==> src/rtl/cpu_multicycle_sequencer.sv <==
// ---------------------------------------------------------------------------
// cpu_multicycle_sequencer
//   Multi-cycle control sequencer for the reduced RV32 core. Holds the PC and
//   instruction register and walks each instruction through
//   FETCH -> DECODE -> EXECUTE -> (MEM) -> (WB), talking to variable-latency
//   instruction/data memories with req/ack. Counts retired instructions and
//   halts (sticky) on ECALL, an illegal instruction or a misaligned target.
//
// Handshake: a req output is raised in its state and held, unchanged, until
//   the matching ack is seen high at a rising edge; that edge completes the
//   transfer. An ack seen while the matching req is low has no effect.
//
// Ports
//   clk, reset            clock; synchronous active-low reset
//   imem_req/addr/rdata/ack  instruction fetch port (addr = pc)
//   dmem_req/we/ack       data access port (we=1 store, 0 load)
//   instr, opcode, func3  instruction register and its decoded fields
//   alu_flag              ALU zero flag (used in EXECUTE for branches)
//   branch_target         pc + B-immediate from the datapath
//   jump_target           pc + J-immediate from the datapath
//   alu_src_imm           ALU operand B selects the immediate
//   reg_write_en          register-file write strobe (WB only)
//   write_mux_sel         WB source: 00 ALU, 01 memory, 10 pc+4
//   pc                    current program counter
//   retire                one-cycle pulse on the last cycle of an instruction
//   instret               retired-instruction count (wraps)
//   halted, fault         sticky halt flag and cause (00 ECALL, 01 illegal,
//                         10 misaligned target)
//   state_dbg             current FSM state encoding
// ---------------------------------------------------------------------------
module cpu_multicycle_sequencer #(
  parameter int              XLEN     = 32,
  parameter logic [XLEN-1:0] RESET_PC = '0,
  parameter int              CNT_W    = 32
) (
  input  logic             clk,
  input  logic             reset,
  output logic             imem_req,
  output logic [XLEN-1:0]  imem_addr,
  input  logic [31:0]      imem_rdata,
  input  logic             imem_ack,
  output logic             dmem_req,
  output logic             dmem_we,
  input  logic             dmem_ack,
  output logic [31:0]      instr,
  output logic [6:0]       opcode,
  output logic [2:0]       func3,
  input  logic             alu_flag,
  input  logic [XLEN-1:0]  branch_target,
  input  logic [XLEN-1:0]  jump_target,
  output logic             alu_src_imm,
  output logic             reg_write_en,
  output logic [1:0]       write_mux_sel,
  output logic [XLEN-1:0]  pc,
  output logic             retire,
  output logic [CNT_W-1:0] instret,
  output logic             halted,
  output logic [1:0]       fault,
  output logic [2:0]       state_dbg
);

  typedef enum logic [2:0] {
    S_FETCH   = 3'd0,
    S_DECODE  = 3'd1,
    S_EXECUTE = 3'd2,
    S_MEM     = 3'd3,
    S_WB      = 3'd4,
    S_HALT    = 3'd5
  } state_t;

  localparam logic [6:0] OP_R      = 7'b0110011;
  localparam logic [6:0] OP_I      = 7'b0010011;
  localparam logic [6:0] OP_LOAD   = 7'b0000011;
  localparam logic [6:0] OP_STORE  = 7'b0100011;
  localparam logic [6:0] OP_BRANCH = 7'b1100011;
  localparam logic [6:0] OP_JAL    = 7'b1101111;
  localparam logic [6:0] OP_ECALL  = 7'b1110011;

  state_t           state, state_nx;
  logic [XLEN-1:0]  pc_nx, pc_plus4, commit_pc;
  logic [1:0]       fault_nx;
  logic             instr_we, commit_req, retire_c;
  logic             imem_req_c, dmem_req_c, dmem_we_c, reg_write_c, alu_imm_c;
  logic [1:0]       wb_sel_c;
  logic             is_r, is_i, is_load, is_store, is_branch, is_jal, is_ecall;
  logic             branch_ok, illegal, branch_taken;

  assign opcode    = instr[6:0];
  assign func3     = instr[14:12];
  assign is_r      = (opcode == OP_R);
  assign is_i      = (opcode == OP_I);
  assign is_load   = (opcode == OP_LOAD);
  assign is_store  = (opcode == OP_STORE);
  assign is_branch = (opcode == OP_BRANCH);
  assign is_jal    = (opcode == OP_JAL);
  assign is_ecall  = (opcode == OP_ECALL);
  // Only BEQ (000) and BNE (001) are implemented branch conditions.
  assign branch_ok = (func3 == 3'b000) || (func3 == 3'b001);
  assign illegal   = !(is_r || is_i || is_load || is_store || (is_branch && branch_ok)
                       || is_jal || is_ecall);
  // alu_flag is the zero flag: BEQ takes on zero, BNE on non-zero.
  assign branch_taken = (func3 == 3'b000) ? alu_flag : !alu_flag;
  assign pc_plus4     = pc + XLEN'(4);

  always_comb begin
    state_nx    = state;
    pc_nx       = pc;
    fault_nx    = fault;
    instr_we    = 1'b0;
    commit_req  = 1'b0;
    commit_pc   = pc_plus4;
    retire_c    = 1'b0;
    imem_req_c  = 1'b0;
    dmem_req_c  = 1'b0;
    dmem_we_c   = 1'b0;
    reg_write_c = 1'b0;
    alu_imm_c   = 1'b0;
    wb_sel_c    = 2'b00;

    case (state)
      S_FETCH: begin
        imem_req_c = 1'b1;
        if (imem_ack) begin
          instr_we = 1'b1;
          state_nx = S_DECODE;
        end
      end
      S_DECODE: begin
        if (illegal) begin
          state_nx = S_HALT;
          fault_nx = 2'b01;
        end else if (is_ecall) begin
          state_nx = S_HALT;
          fault_nx = 2'b00;
        end else begin
          state_nx = S_EXECUTE;
        end
      end
      S_EXECUTE: begin
        alu_imm_c = is_i || is_load || is_store;
        if (is_branch) begin
          commit_req = 1'b1;
          commit_pc  = branch_taken ? branch_target : pc_plus4;
        end else if (is_load || is_store) begin
          state_nx = S_MEM;
        end else begin
          state_nx = S_WB;
        end
      end
      S_MEM: begin
        alu_imm_c  = 1'b1;
        dmem_req_c = 1'b1;
        dmem_we_c  = is_store;
        if (dmem_ack) begin
          if (is_store) begin
            commit_req = 1'b1;
            commit_pc  = pc_plus4;
          end else begin
            state_nx = S_WB;
          end
        end
      end
      S_WB: begin
        alu_imm_c  = is_i || is_load;
        wb_sel_c   = is_load ? 2'b01 : (is_jal ? 2'b10 : 2'b00);
        commit_req = 1'b1;
        commit_pc  = is_jal ? jump_target : pc_plus4;
      end
      default: begin
        state_nx = S_HALT;
      end
    endcase

    // Shared end-of-instruction path: a misaligned next PC halts instead of
    // retiring, leaving PC and the register file untouched.
    if (commit_req) begin
      if (commit_pc[1:0] != 2'b00) begin
        state_nx = S_HALT;
        fault_nx = 2'b10;
      end else begin
        pc_nx       = commit_pc;
        retire_c    = 1'b1;
        reg_write_c = (state == S_WB);
        state_nx    = S_FETCH;
      end
    end
  end

  always_ff @(posedge clk) begin
    if (!reset) begin
      state   <= S_FETCH;
      pc      <= RESET_PC;
      instr   <= '0;
      instret <= '0;
      fault   <= 2'b00;
    end else begin
      state <= state_nx;
      pc    <= pc_nx;
      fault <= fault_nx;
      if (instr_we) instr <= imem_rdata;
      if (retire_c) instret <= instret + CNT_W'(1);
    end
  end

  // While reset is held every request and strobe is forced low so that an
  // in-flight memory access is dropped immediately.
  assign imem_req      = reset && imem_req_c;
  assign dmem_req      = reset && dmem_req_c;
  assign dmem_we       = reset && dmem_we_c;
  assign reg_write_en  = reset && reg_write_c;
  assign retire        = reset && retire_c;
  assign alu_src_imm   = reset && alu_imm_c;
  assign write_mux_sel = reset ? wb_sel_c : 2'b00;
  assign imem_addr     = pc;
  assign halted        = (state == S_HALT);
  assign state_dbg     = state;

endmodule

==> config.mk <==
export PLATFORM = sky130hd
export DESIGN_NAME = cpu_multicycle_sequencer
export DESIGN_NICKNAME = d
export VERILOG_FILES = /design/src/rtl/cpu_multicycle_sequencer.sv
export SDC_FILE = /design/constraint.sdc
export NUM_CORES = 1
export LEC_CHECK = 0
export ABC_AREA = 1
export CAP_MARGIN = 40
export CORE_ASPECT_RATIO = 0.75
export CORE_MARGIN = 10
export CORE_UTILIZATION = 49
export DETAILED_ROUTE_END_ITERATION = 8
export PLACE_DENSITY = 0.95
export SYNTH_ARGS = -nofsm -noshare
export SYNTH_HDL_FRONTEND = slang
export SYNTH_SLANG_ARGS = --single-unit
==> constraint.sdc <==
create_clock -name clk -period 3 [get_ports clk]
set_input_delay 0.6 -clock clk [delete_from_list [all_inputs] [get_ports clk]]
set_output_delay 0.6 -clock clk [all_outputs]
set_load 0.005 [all_outputs]
[Yosys cells after proc, flatten, opt, wreduce, memory -nomap -nowiden]
Cells that the tools add are included.
Widths: inputs -> output; s select.
Cells by class
  $add $sub $neg: 2
  multipliers: 0
  div/mod/pow operators: 0
  magnitude comparators: 0
  eq/ne operators: 18
  shifts and indexed selects: 0
  multiplexer cells: 38
  bitwise logic cells: 1
  reductions and logical operators: 23
Operators with widths (number)
  $mux 32: 3
  $pmux 32 s2: 1
  $add 32x1->32 const B: 1
  $add 32x3->32 const B: 1
  $mux 3: 9
  $eq 7x7->1 const B: 3
  $mux 2: 9
  $pmux 3 s5: 1
  $eq 7x6->1 const B: 2
  $mux 1: 13
  $ne 3x3->1 const B: 4
  $logic_or 1x1->1: 10
  $eq 7x2->1 const B: 1
  $eq 7x5->1 const B: 1
  $logic_and 1x1->1: 7
  $eq 3x1->1 const B: 2
  $eq 3x2->1 const B: 2
  $eq 3x3->1 const B: 2
  $logic_not 3->1: 2
  $pmux 1 s3: 2
  $reduce_and 5->1: 1
  $ne 2x2->1 const B: 1
  $reduce_and 2->1: 1
  $reduce_bool 2->1: 1
  2 further kinds: 2
Word-level totals
  register bits after elaboration: 101
  bits in latches: 0
  bits in writable memories: 0
  memory bits (read-only): 0
  input bits: 101
  output and inout port bits: 152
  word-level logic and storage cells: 87
  memories: 0

[Logic depth before layout (Yosys ltp)]
Gate-level depths: netlist of the first run.
  depth after elaboration: 11
  mapped depth: 14
  gate-level depth less buffers: 13

[Worst setup path after synthesis of the first run]
No wires, ideal clock.
  path kind: input to output
  start point: in alu_flag
  end point: out reg_write_en
  arrival time: 1660 ps
  data required time: 2400 ps
  slack: 740 ps
  cell stages on the path: 11
  path buffers: 2
  path through: inv_1 > nand3_1 > nand2_1 > nor2_8 > nand2_1 > nand2_1 > inv_2 > nand3_2 > buf_6 > buf_4 > nor2_1
Between the ends
  word-level cells in the longest chain between the ends: 9
RTL lines
  start, declared: RTL line 48  | input logic alu_flag,
  $logic_not 1->1: RTL line 102  | assign branch_taken = (func3 == 3'b000) ? alu_flag : !alu_flag;
  $mux 1 *: RTL line 102
  $mux 32 *: RTL line 143  | commit_pc = branch_taken ? branch_target : pc_plus4;
  $mux 32 *: RTL line 141  | if (is_branch) begin
  $pmux 32 s2 *: RTL line 120  | case (state)
  $reduce_bool 2->1 *: RTL line 177  | if (commit_pc[1:0] != 2'b00) begin
  $mux 1 *: RTL line 177
  $mux 1 *: RTL line 176  | if (commit_req) begin
  $logic_and 1x1->1 *: RTL line 210  | assign reg_write_en = reset && reg_write_c;
  end, declared: RTL line 52  | output logic reg_write_en,
Mark *: on every way between the ends. The rest lies on a longest branch, timed or not.

[Final worst setup path of the first run]
Ends and elaborated chain as after synthesis.

==> summary.md, run 1 <==
| Metric | Value |
|---|---|
| Status | `finished clean` |
| Area delta synth->final | `39.5%` |
| Worst-path fanout max | `5` |
| Syn nets | `1,268` |
| Leakage | `3.88 nW` |
| Diodes inserted | `0` |
| WP data arrival | `2170 ps` |
| Clock buffer depth | `2` |
| Fraction of registers with async set/reset | `0%` |
| Clock slew at reported path FFs | `80 ps` |
| Routed Antenna Nets | `0` |
| CTS tree | `built` |
| Hold Crit Start | `instr[25]` |
| Min-Delay Path Class | `flop to flop` |
| H-tree Lvls | `3` |
| Core Area | `0.0137 mm²` |
| RR Startpoint | `instr[5]` |
| Num CTS Buffers | `9` |
| Worst EP required | `2400 ps` |
| Minimum clock period | `2770 ps` |
| Syn avg cell area | `5.90 µm²` |
| Synth Flop Type | `dfxtp_1` |
| Vias/cell | `5.45` |
| Max-Slew Margin vs Limit | `44.4%` |
| CTS root buffer | `clkbuf_16` |
| Die W | `157 µm` |
| Final Hold Violating Endpoints | `0` |
| Fin Hold WS | `463 ps` |
| Worst Setup End Kind | `primary output` |
| # setup viols final | `0` |
| Clk_skew | `5.66 ps` |
| FF-to-FF End | `instret[20]` |
| Rows | `37` |
| WL final | `25.9 mm` |
| CP startpoint kind | `input pin` |
| Port buffer count | `252` |
| Accumulated negative setup slack | `0 ps` |
| I/O pin cnt | `253` |
| Worst Reg-to-Reg Cells | `11` |
| CTS Hold Bufs | `0` |
| Total grt overflow | `0` |
| Initial DRC count | `940` |
| Initial core utilization | `50.0%` |
| Crit. Startpoint | `alu_flag` |
| GP Congestion | `1.04` |
| # DRC | `0` |
| Period utilization | `92.5%` |
| Pwr per Cell Area | `609 mW/mm²` |
| First-pass GRT wire length | `40.2 mm` |
| Aggregate global-route resource usage | `25.8%` |
| Max-cap viol count | `0` |
| Worst-Skew Late Latency | `340 ps` |
| CTS sink cnt | `101` |
| WS Path Type | `input pin to primary output` |
| Die H | `123 µm` |
| Syn Inst Count | `1,165` |
| Fin nets | `1,464` |
| Worst slew pin tran | `833 ps` |
| Post-synth EDFFs | `0` |
| Largest cells by area after synthesis | `dfxtp_1, nand2_1, nor2_1` |
| Die area | `0.0192 mm²` |
| Yosys Warn Count | `0` |
| Layout cells sized above 1 | `4.47%` |
| Synth Register Bits | `101` |
| Initial antenna violation count | `0` |
| Cell taking the most area after synthesis | `dfxtp_1` |
| DR WL/cell | `16.8 µm` |
| Routed via count | `8,404` |
| TritonRoute pass-1 iters | `6` |
| RSZ-0062 raised after global routing | `no` |
| R2r setup slk | `470 ps` |
| Hold Path End | `instr[25]` |
| Largest vdd supply drop | `0.645 mV` |
| Yosys top cell area share | `29.4%` |
| Synth unique cells | `34` |
| Worst hold path depth | `2` |
| Largest net degree at the start of global routing | `81` |
| Post-synthesis sequential area ratio | `29.4%` |
| Vias in the first global route | `7,629` |
| Detail Placement HPWL | `19.9 mm` |
| Fmax achieved | `360 MHz` |
| Syn Std Cell Area | `0.00688 mm²` |
| Max-slew violations | `0` |
[cell families (layout without fill, tap and decap cells)]
kind of cell    Yosys count  in the layout  synth area share [%]
compound gates          115            115                  8.94
buf+inv                 174            375                  12.4
fa+ha+maj                 2              2                 0.364
flops                   101            101                  29.4
xor+xnor                 20             20                  2.55
simple gates            753            753                  46.4
[state kept, by name, indices dropped and copies added, names as in the netlist]
register	cells
imem_addr	32
instr	32
instret	32
state_dbg	3
fault	2
[layout by cell type, fill, tap and decap left out, drive strengths merged, types with 4 or more instances in the layout]
cell	instances
nand2	414
buf	22
clkbuf	9
nand3	96
a22oi	13
inv	89
dfxtp	101
a21oi	66
xor2	16
xnor2	4
nor3	4
nor2	183
o21ai	33
nand4	36
clkdlybuf4s50	250
nand3b	15
[layer usage]
layer / vias to the layer above / GRT usage [%] / wire length [µm] / share of wire [%]
li1: 4081 / - / - / -
met1: 3800 / 32.5 / 10500 / 41
met2: 483 / 40.2 / 11400 / 44
met3: 40 / 10.4 / 3450 / 13
met4: 0 / 7.00 / 519 / 2.0
met5: - / 0 / 0 / 0
[cells in the mapped netlist, drive strengths merged (2+ instances only)]
master	n
a21oi	66
a22oi	13
buf	58
clkbuf	31
dfxtp	101
ha	2
inv	84
nand2	414
nand3	96
nand3b	15
nand4	36
nor2	183
nor3	4
nor4	2
o21ai	33
xnor2	4
xor2	16
[critical path, stage by stage]
cell and delay (ps):
clkdlybuf4s50_1 440, inv_1 90, nand3_1 100, nand2_2 130, nor2_8 50, nand2_1 80
nand2_1 80, inv_2 80, nand3_4 120, nor2_1 130, dlygate4sd2_1 270
[what timing repair did]
| item | CTS | global route |
|---|---|---|
| gates resized for setup | 7 | 4 |
| setup buffers | 0 | 1 |
| setup endpoints to repair | 2 | 2 |
| pin swaps | 0 | 2 |
[metrics by stage]
step	worst slack (ps)	utilization, %	std cells	cell area, µm²	power (W)
2_1_floorplan	740	-	1165	6880	0.00341
3_3_place_gp	-74.5	67.2	1524	9240	0.00452
3_5_place_dp	-123	67.2	1524	9240	0.00458
4_1_cts	7.03	69.6	1540	9570	0.00586
5_1_grt	89.7	69.8	1541	9590	0.00625
6_report	226	69.8	1541	9590	0.00584
[final cells by class]
class | count | area, µm²
Fill cell | 1183 | 4160
Multi-Input combinational cell | 890 | 4030
Timing Repair Buffer | 274 | 2690
Sequential cell | 101 | 2020
Inverter | 85 | 319
Clock buffer | 9 | 225
Tap cell | 175 | 219
Clock inverter | 7 | 87.6
[power by group]
group          total [W]  leakage (nW)  internal (W)  switching [W]
Clock            0.00124         0.155      0.000671       0.000574
Combinational    0.00263          2.90       0.00129        0.00134
Sequential       0.00197         0.822       0.00160       0.000375
Total            0.00584          3.88       0.00356        0.00229
[worst max-delay path by stage]
stage	cells after the start	to	slack, ps
floorplan	11	reg_write_en	740
global placement	11	retire	-70
detailed placement	11	retire	-120
CTS	11	retire	7
global route	5	write_mux_sel[0]	90
finish	11	reg_write_en	230
Note: power is estimated with default switching activity, not from simulation.
==> run 2: changes to the inputs <==
ABC_AREA = 0   (was 1)
CORE_UTILIZATION = 46   (was 49)
==> run 2 against run 1 <==
Clock skew up 3.2 ps. Combinational power is 44% lower. Total power down 27%. Critical path depth fell by 6. Maximum frequency is 6.4% lower. Flip-flop and latch count did not move. Synthesized cell count down 37%. Largest power group is now registers.
==> summary.md, run 2 <==
| Metric | Value |
|---|---|
| Status | `finished clean (unchanged)` |
| Die H | `116 µm (was 123 µm)` |
| Layout cells sized above 1 | `9.88% (was 4.47%)` |
| # DRC | `0 (unchanged)` |
| Max-slew violations | `0 (unchanged)` |
| Worst slew pin tran | `743 ps (was 833 ps)` |
| CP startpoint kind | `input pin (unchanged)` |
| I/O pin cnt | `253 (unchanged)` |
| Worst-path fanout max | `3 (was 5)` |
| Syn Std Cell Area | `0.00564 mm² (was 0.00688 mm²)` |
| Fin cells | `1,135 (was 1,541)` |
| Die area | `0.0171 mm² (was 0.0192 mm²)` |
| Overall Power | `0.00428 W (was 0.00584 W)` |
| Initial antenna violation count | `1 (was 0)` |
| Port buffer count | `252 (unchanged)` |
| Cell taking the most area after synthesis | `dfxtp_1 (unchanged)` |
| Worst-Skew Late Latency | `350 ps (was 340 ps)` |
| Post-synthesis sequential area ratio | `35.9% (was 29.4%)` |
| Yosys Warn Count | `0 (unchanged)` |
| Final Hold Violating Endpoints | `0 (unchanged)` |
| Most common cell after layout, fill and taps aside | `clkdlybuf4s50_1 (was nand2_1)` |
| WS Path Type | `input pin to primary output (unchanged)` |
| CP cell instances | `clkdlybuf4s50_1, inv_2, or2_2, nor3_1, clkdlybuf4s50_1 (was clkdlybuf4s50_1, inv_1, nand3_1, nand2_2, nor2_8, nand2_1, nand2_1, inv_2, nand3_4, nor2_1, dlygate4sd2_1)` |
| Fraction of registers with async set/reset | `0% (unchanged)` |
| Synth unique cells | `60 (was 34)` |
| Initial core utilization | `47.8% (was 50.0%)` |
| Footprint of the multi-input gates | `0.00312 mm² (was 0.00403 mm²)` |
| Core Area | `0.0118 mm² (was 0.0137 mm²)` |
| RSZ-0062 raised after global routing | `no (unchanged)` |
| Min-Delay Path Class | `flop to flop (unchanged)` |
| Fmax achieved | `337 MHz (was 360 MHz)` |
| Largest net degree at the start of global routing | `58 (was 81)` |
| Register Area | `0.00202 mm² (about the same)` |
| WP data arrival | `2360 ps (was 2170 ps)` |
| Pwr per Cell Area | `494 mW/mm² (was 609 mW/mm²)` |
| Vias/cell | `5.92 (was 5.45)` |
| Syn Inst Count | `737 (was 1,165)` |
| Max-Slew Margin vs Limit | `50.0% (was 44.4%)` |
| Num CTS Buffers | `9 (unchanged)` |
| First-pass GRT wire length | `35.4 mm (was 40.2 mm)` |
| Period utilization | `98.8% (was 92.5%)` |
| H-tree Lvls | `3 (unchanged)` |
| CTS sink cnt | `101 (unchanged)` |
| CTS tree | `built (unchanged)` |
| TritonRoute pass-1 iters | `5 (was 6)` |
| Initial DRC count | `852 (was 940)` |
| DR WL/cell | `20.0 µm (was 16.8 µm)` |
| Rows | `34 (was 37)` |
| Most frequent cells in the layout | `clkdlybuf4s50_1, nand2_1, dfxtp_1, a21oi_1, buf_4 (was nand2_1, clkdlybuf4s50_1, nor2_1, dfxtp_1, nand3_1)` |
| Yosys top cell area share | `35.9% (was 29.4%)` |
| Routed Antenna Nets | `0 (unchanged)` |
| Fillers | `880 (was 1,183)` |
| Worst Setup End Kind | `primary output (unchanged)` |
| Max-cap viol count | `0 (unchanged)` |
| Fin nets | `1,070 (was 1,464)` |
| Clock buffer depth | `2 (unchanged)` |
| CTS root buffer | `clkbuf_16 (unchanged)` |
| Critical Path Max Stage Delay | `640 ps (was 440 ps)` |
| Aggregate global-route resource usage | `25.1% (was 25.8%)` |
| Synth cell count leaders | `nand2_1, dfxtp_1, a21oi_1 (was nand2_1, nor2_1, dfxtp_1)` |
| Post-synth EDFFs | `0 (unchanged)` |
| Vias in the first global route | `6,606 (was 7,629)` |
| Largest vdd supply drop | `0.395 mV (was 0.645 mV)` |
| # placed instances | `1,115 (was 1,524)` |
| Critical-path top delay cell | `clkdlybuf4s50_1 (unchanged)` |
| Synth Register Bits | `101 (unchanged)` |
| Detail Placement HPWL | `17.4 mm (was 19.9 mm)` |
| Syn avg cell area | `7.65 µm² (was 5.90 µm²)` |
| Largest cells by area after synthesis | `dfxtp_1, a21oi_1, nand2_1 (was dfxtp_1, nand2_1, nor2_1)` |
| Leakage | `2.92 nW (was 3.88 nW)` |
| Clock slew at reported path FFs | `70 ps (was 80 ps)` |
| Most frequent cell after synthesis | `nand2_1 (unchanged)` |
| GP Congestion | `0.937 (was 1.04)` |
| Area delta synth->final | `53.8% (was 39.5%)` |
| # setup viols final | `0 (unchanged)` |
| Worst EP required | `2400 ps (about the same)` |
| Routed via count | `6,722 (was 8,404)` |
| WL final | `22.7 mm (was 25.9 mm)` |
| Die W | `148 µm (was 157 µm)` |
| Minimum clock period | `2960 ps (was 2770 ps)` |
| Clk_skew | `8.86 ps (was 5.66 ps)` |
| Syn nets | `840 (was 1,268)` |
| Total grt overflow | `0 (unchanged)` |
| Synth Flop Type | `dfxtp_1 (unchanged)` |
| Most common cell on crit path | `clkdlybuf4s50_1 (was nand2_1)` |
## run 2: worst paths after layout
path                 from          endpoint  slack (ps)  cells past startpoint
max                 reset  write_mux_sel[0]          40                      5
min             instr[23]         instr[23]         450                      2
max reg2reg  state_dbg[0]       instret[23]         180                      9
min reg2reg     instr[23]         instr[23]         450                      2
## run 2: cell type report
cell class,count,share of cell area [%]
Multi-Input combinational cell,537,36.0
Timing Repair Buffer,307,34.3
Sequential cell,101,23.3
Clock buffer,10,2.64
Tap cell,162,2.34
Clock inverter,6,0.924
Inverter,11,0.476
Antenna cell,1,0.0289
## run 2: power breakdown
group / switching [W] / leakage, nW / internal (W)
Combinational: 0.000732 / 1.95 / 0.000752
Sequential: 0.000105 / 0.819 / 0.00147
Clock: 0.000558 / 0.146 / 0.000663
## run 2: worst max-delay path: cells and delay by family
kind	cells	cell delay, ps
buffers and inverters	3	1280
and+or+nand+nor	2	480
## run 2: stage by stage
step / area [µm²] / hold slack, ps / setup TNS (ps) / worst slack, ps / utilization [%]
after floorplan: 5640 / 453 / 0 / 66.1 / -
after global placement: 8310 / 441 / -1580 / -374 / 70.5
after detailed placement: 8310 / 445 / -2030 / -415 / 70.5
after CTS: 8630 / 455 / 0 / 27.4 / 73.3
after global routing: 8670 / 469 / 0 / 20.7 / 73.5
final: 8670 / 454 / 0 / 36.4 / 73.5
## run 2: logic make-up (layout without fill, tap and decap cells)
logic type / Yosys count / in the layout / share of synthesized area (%)
XOR/XNOR: 7 / 7 / 1.09
multiplexers: 3 / 3 / 0.533
adder cells (fa/ha/maj): 2 / 2 / 0.444
AO/OA/AOI/OAI: 241 / 241 / 26.2
flip-flops: 101 / 101 / 35.9
AND/OR/NAND/NOR: 284 / 284 / 26.4
other: 0 / 1 / 0
buffers and inverters: 99 / 334 / 9.46
## run 2: layer usage
layer / track usage (%) / part of all wire, % / vias to the layer above
li1: - / - / 3132
met1: 30.7 / 39 / 3166
met2: 41.2 / 47 / 400
met3: 9.82 / 12 / 24
met4: 5.60 / 1.0 / 0
met5: 0 / 0 / -
## run 2: repair_timing
item,in CTS,in global routing
pin swaps,3,5
setup endpoints to repair,4,5
setup buffers,2,1
hold buffers,0,0
gates resized for setup,11,6
==> run 3: changes to the inputs <==
CORE_UTILIZATION = 35   (was 46)
PLACE_DENSITY = 0.79   (was 0.95)
==> run 3 against run 2 <==
Utilization shrank 19 points. Count of clock-buffer cells in the layout stayed put. Critical path depth grew 2. Global-route usage decreased by 6.5 points. Sequential power about the same. Flip-flop and latch count is the same. Largest cell class unchanged.
==> summary.md, run 3 (same netlist as run 2, synthesis figures left out) <==
| Metric | Value |
|---|---|
| Max-slew violations | `0 (unchanged)` |
| Worst-Skew Late Latency | `340 ps (was 350 ps)` |
| Die area | `0.0216 mm² (was 0.0171 mm²)` |
| WS Path Type | `input pin to primary output (unchanged)` |
| Total grt overflow | `0 (unchanged)` |
| H-tree Lvls | `3 (unchanged)` |
| Diodes inserted | `0 (was 1)` |
| Crit. Startpoint | `alu_flag (was reset)` |
| Pwr per Cell Area | `486 mW/mm² (was 494 mW/mm²)` |
| Vias in the first global route | `6,100 (was 6,606)` |
| Minimum clock period | `2940 ps (was 2960 ps)` |
| GP Congestion | `0.908 (was 0.937)` |
| Largest vdd supply drop | `0.334 mV (was 0.395 mV)` |
| Initial core utilization | `35.4% (was 47.8%)` |
| Area delta synth->final | `54.6% (was 53.8%)` |
| Layout cells sized above 1 | `9.58% (was 9.88%)` |
| Num CTS Buffers | `9 (unchanged)` |
| WL final | `21.5 mm (was 22.7 mm)` |
| Die W | `167 µm (was 148 µm)` |
| Max-cap viol count | `0 (unchanged)` |
| Final Worst Setup Slack | `60.9 ps (was 36.4 ps)` |
| Core Area | `0.0159 mm² (was 0.0118 mm²)` |
| First-pass GRT wire length | `33.6 mm (was 35.4 mm)` |
| DR WL/cell | `18.2 µm (was 20.0 µm)` |
| Port buffer count | `252 (unchanged)` |
| Fin nets | `1,069 (was 1,070)` |
| CTS root buffer | `clkbuf_16 (unchanged)` |
| Detail Placement HPWL | `16.7 mm (was 17.4 mm)` |
| Clock buffer depth | `2 (unchanged)` |
| CP startpoint kind | `input pin (unchanged)` |
| Largest net degree at the start of global routing | `33 (was 58)` |
| Routed via count | `6,387 (was 6,722)` |
| CTS sink cnt | `101 (unchanged)` |
| Most common cell after layout, fill and taps aside | `clkdlybuf4s50_1 (unchanged)` |
| Rows | `40 (was 34)` |
| Hold Crit Start | `instr[15] (was instr[23])` |
| Worst EP required | `2400 ps (about the same)` |
| Worst slew pin tran | `715 ps (was 743 ps)` |
| Period utilization | `98.0% (was 98.8%)` |
| WP data arrival | `2340 ps (was 2360 ps)` |
| Fmax achieved | `340 MHz (was 337 MHz)` |
| Routed Antenna Nets | `0 (unchanged)` |
| TritonRoute pass-1 iters | `5 (unchanged)` |
| Clock slew at reported path FFs | `80 ps (was 70 ps)` |
| Fillers | `1,488 (was 880)` |
| Post-place instance area | `0.00835 mm² (was 0.00831 mm²)` |
| Worst Setup End Kind | `primary output (unchanged)` |
| Most frequent cells in the layout | `clkdlybuf4s50_1, nand2_1, dfxtp_1, a21oi_1, buf_4 (unchanged)` |
| Max-Slew Margin vs Limit | `52.0% (was 50.0%)` |
| Die H | `130 µm (was 116 µm)` |
| Initial DRC count | `431 (was 852)` |
| # DRC | `0 (unchanged)` |
| Overall Power | `0.00423 W (was 0.00428 W)` |
| I/O pin cnt | `253 (unchanged)` |
| Final Cell Area | `0.00871 mm² (was 0.00867 mm²)` |
| # setup viols final | `0 (unchanged)` |
| Aggregate global-route resource usage | `18.6% (was 25.1%)` |
| Vias/cell | `5.41 (was 5.92)` |
| Initial antenna violation count | `0 (was 1)` |
| Final Hold Violating Endpoints | `0 (unchanged)` |
| Status | `finished clean (unchanged)` |
| Clk_skew | `11.5 ps (was 8.86 ps)` |
| CTS tree | `built (unchanged)` |
| CTS Hold Bufs | `0 (unchanged)` |
| RR Startpoint | `state_dbg[0] (unchanged)` |
| Dpl ws | `-420 ps (was -415 ps)` |
| Min-Delay Path Class | `flop to flop (unchanged)` |
| Leakage | `2.90 nW (was 2.92 nW)` |
| Worst-path fanout max | `3 (unchanged)` |
[run 3: cell count changes in the layout (fill, tap and decap cells not counted), sizes merged]
| cell | change |
|---|---|
| clkdlybuf4s50 | +1 |
| dlymetal6s2s | -1 |
| dlygate4sd2 | +1 |
| diode | -1 |
| buf | -2 |
[run 3: cell type report]
type,instances,area [µm²],share of cell area (%)
Timing Repair Buffer,306,2960,33.9
Clock buffer,10,229,2.63
Multi-Input combinational cell,537,3120,35.8
Inverter,11,41.3,0.474
Tap cell,210,263,3.02
Sequential cell,101,2020,23.2
Clock inverter,6,80.1,0.919
[run 3: timing repair]
action / CTS / global route
buffers inserted: 1 / 1
resized for setup: 4 / 11
pin swaps: 2 / 3
endpoints found under the setup margin: 3 / 6
[run 3: routing by layer]
layer	up-vias	share of wire, %	routed length [µm]	global-route usage (%)
met5	-	0	0	0
met4	0	1.1	233	3.71
met3	19	9.6	2050	7.24
met2	252	45	9660	28.9
met1	2979	44	9540	24.1
li1	3137	-	-	-
[run 3: power by group]
group | total (W) | leakage, nW | switching, W | internal [W]
Combinational | 0.00146 | 1.94 | 0.000705 | 0.000750
Sequential | 0.00157 | 0.819 | 0.0000992 | 0.00147
Clock | 0.00121 | 0.146 | 0.000544 | 0.000663
[run 3: stage by stage]
step / utilization (%) / setup TNS (ps) / instances / hold WS [ps]
floorplan: - / 0 / 737 / 453
global placement: 52.5 / -2060 / 1163 / 441
detailed placement: 52.5 / -2380 / 1163 / 446
CTS: 54.5 / -196 / 1180 / 456
global route: 54.7 / -47.5 / 1181 / 471
finish: 54.7 / 0 / 1181 / 455
[run 3: final timing paths]
check / to / slack (ps) / depth (start not counted)
max reg2reg: instret[23] / 260 / 8
min reg2reg: instr[15] / 460 / 2
min: instr[15] / 460 / 2
max: reg_write_en / 60 / 7
[run 3: worst max-delay path, cell delays in order]
cell and delay (ps):
clkdlybuf4s50_1 420, or4_4 440, and2_4 170, a32oi_2 240
nand3_2 110, nor2_1 90, dlygate4sd2_1 270
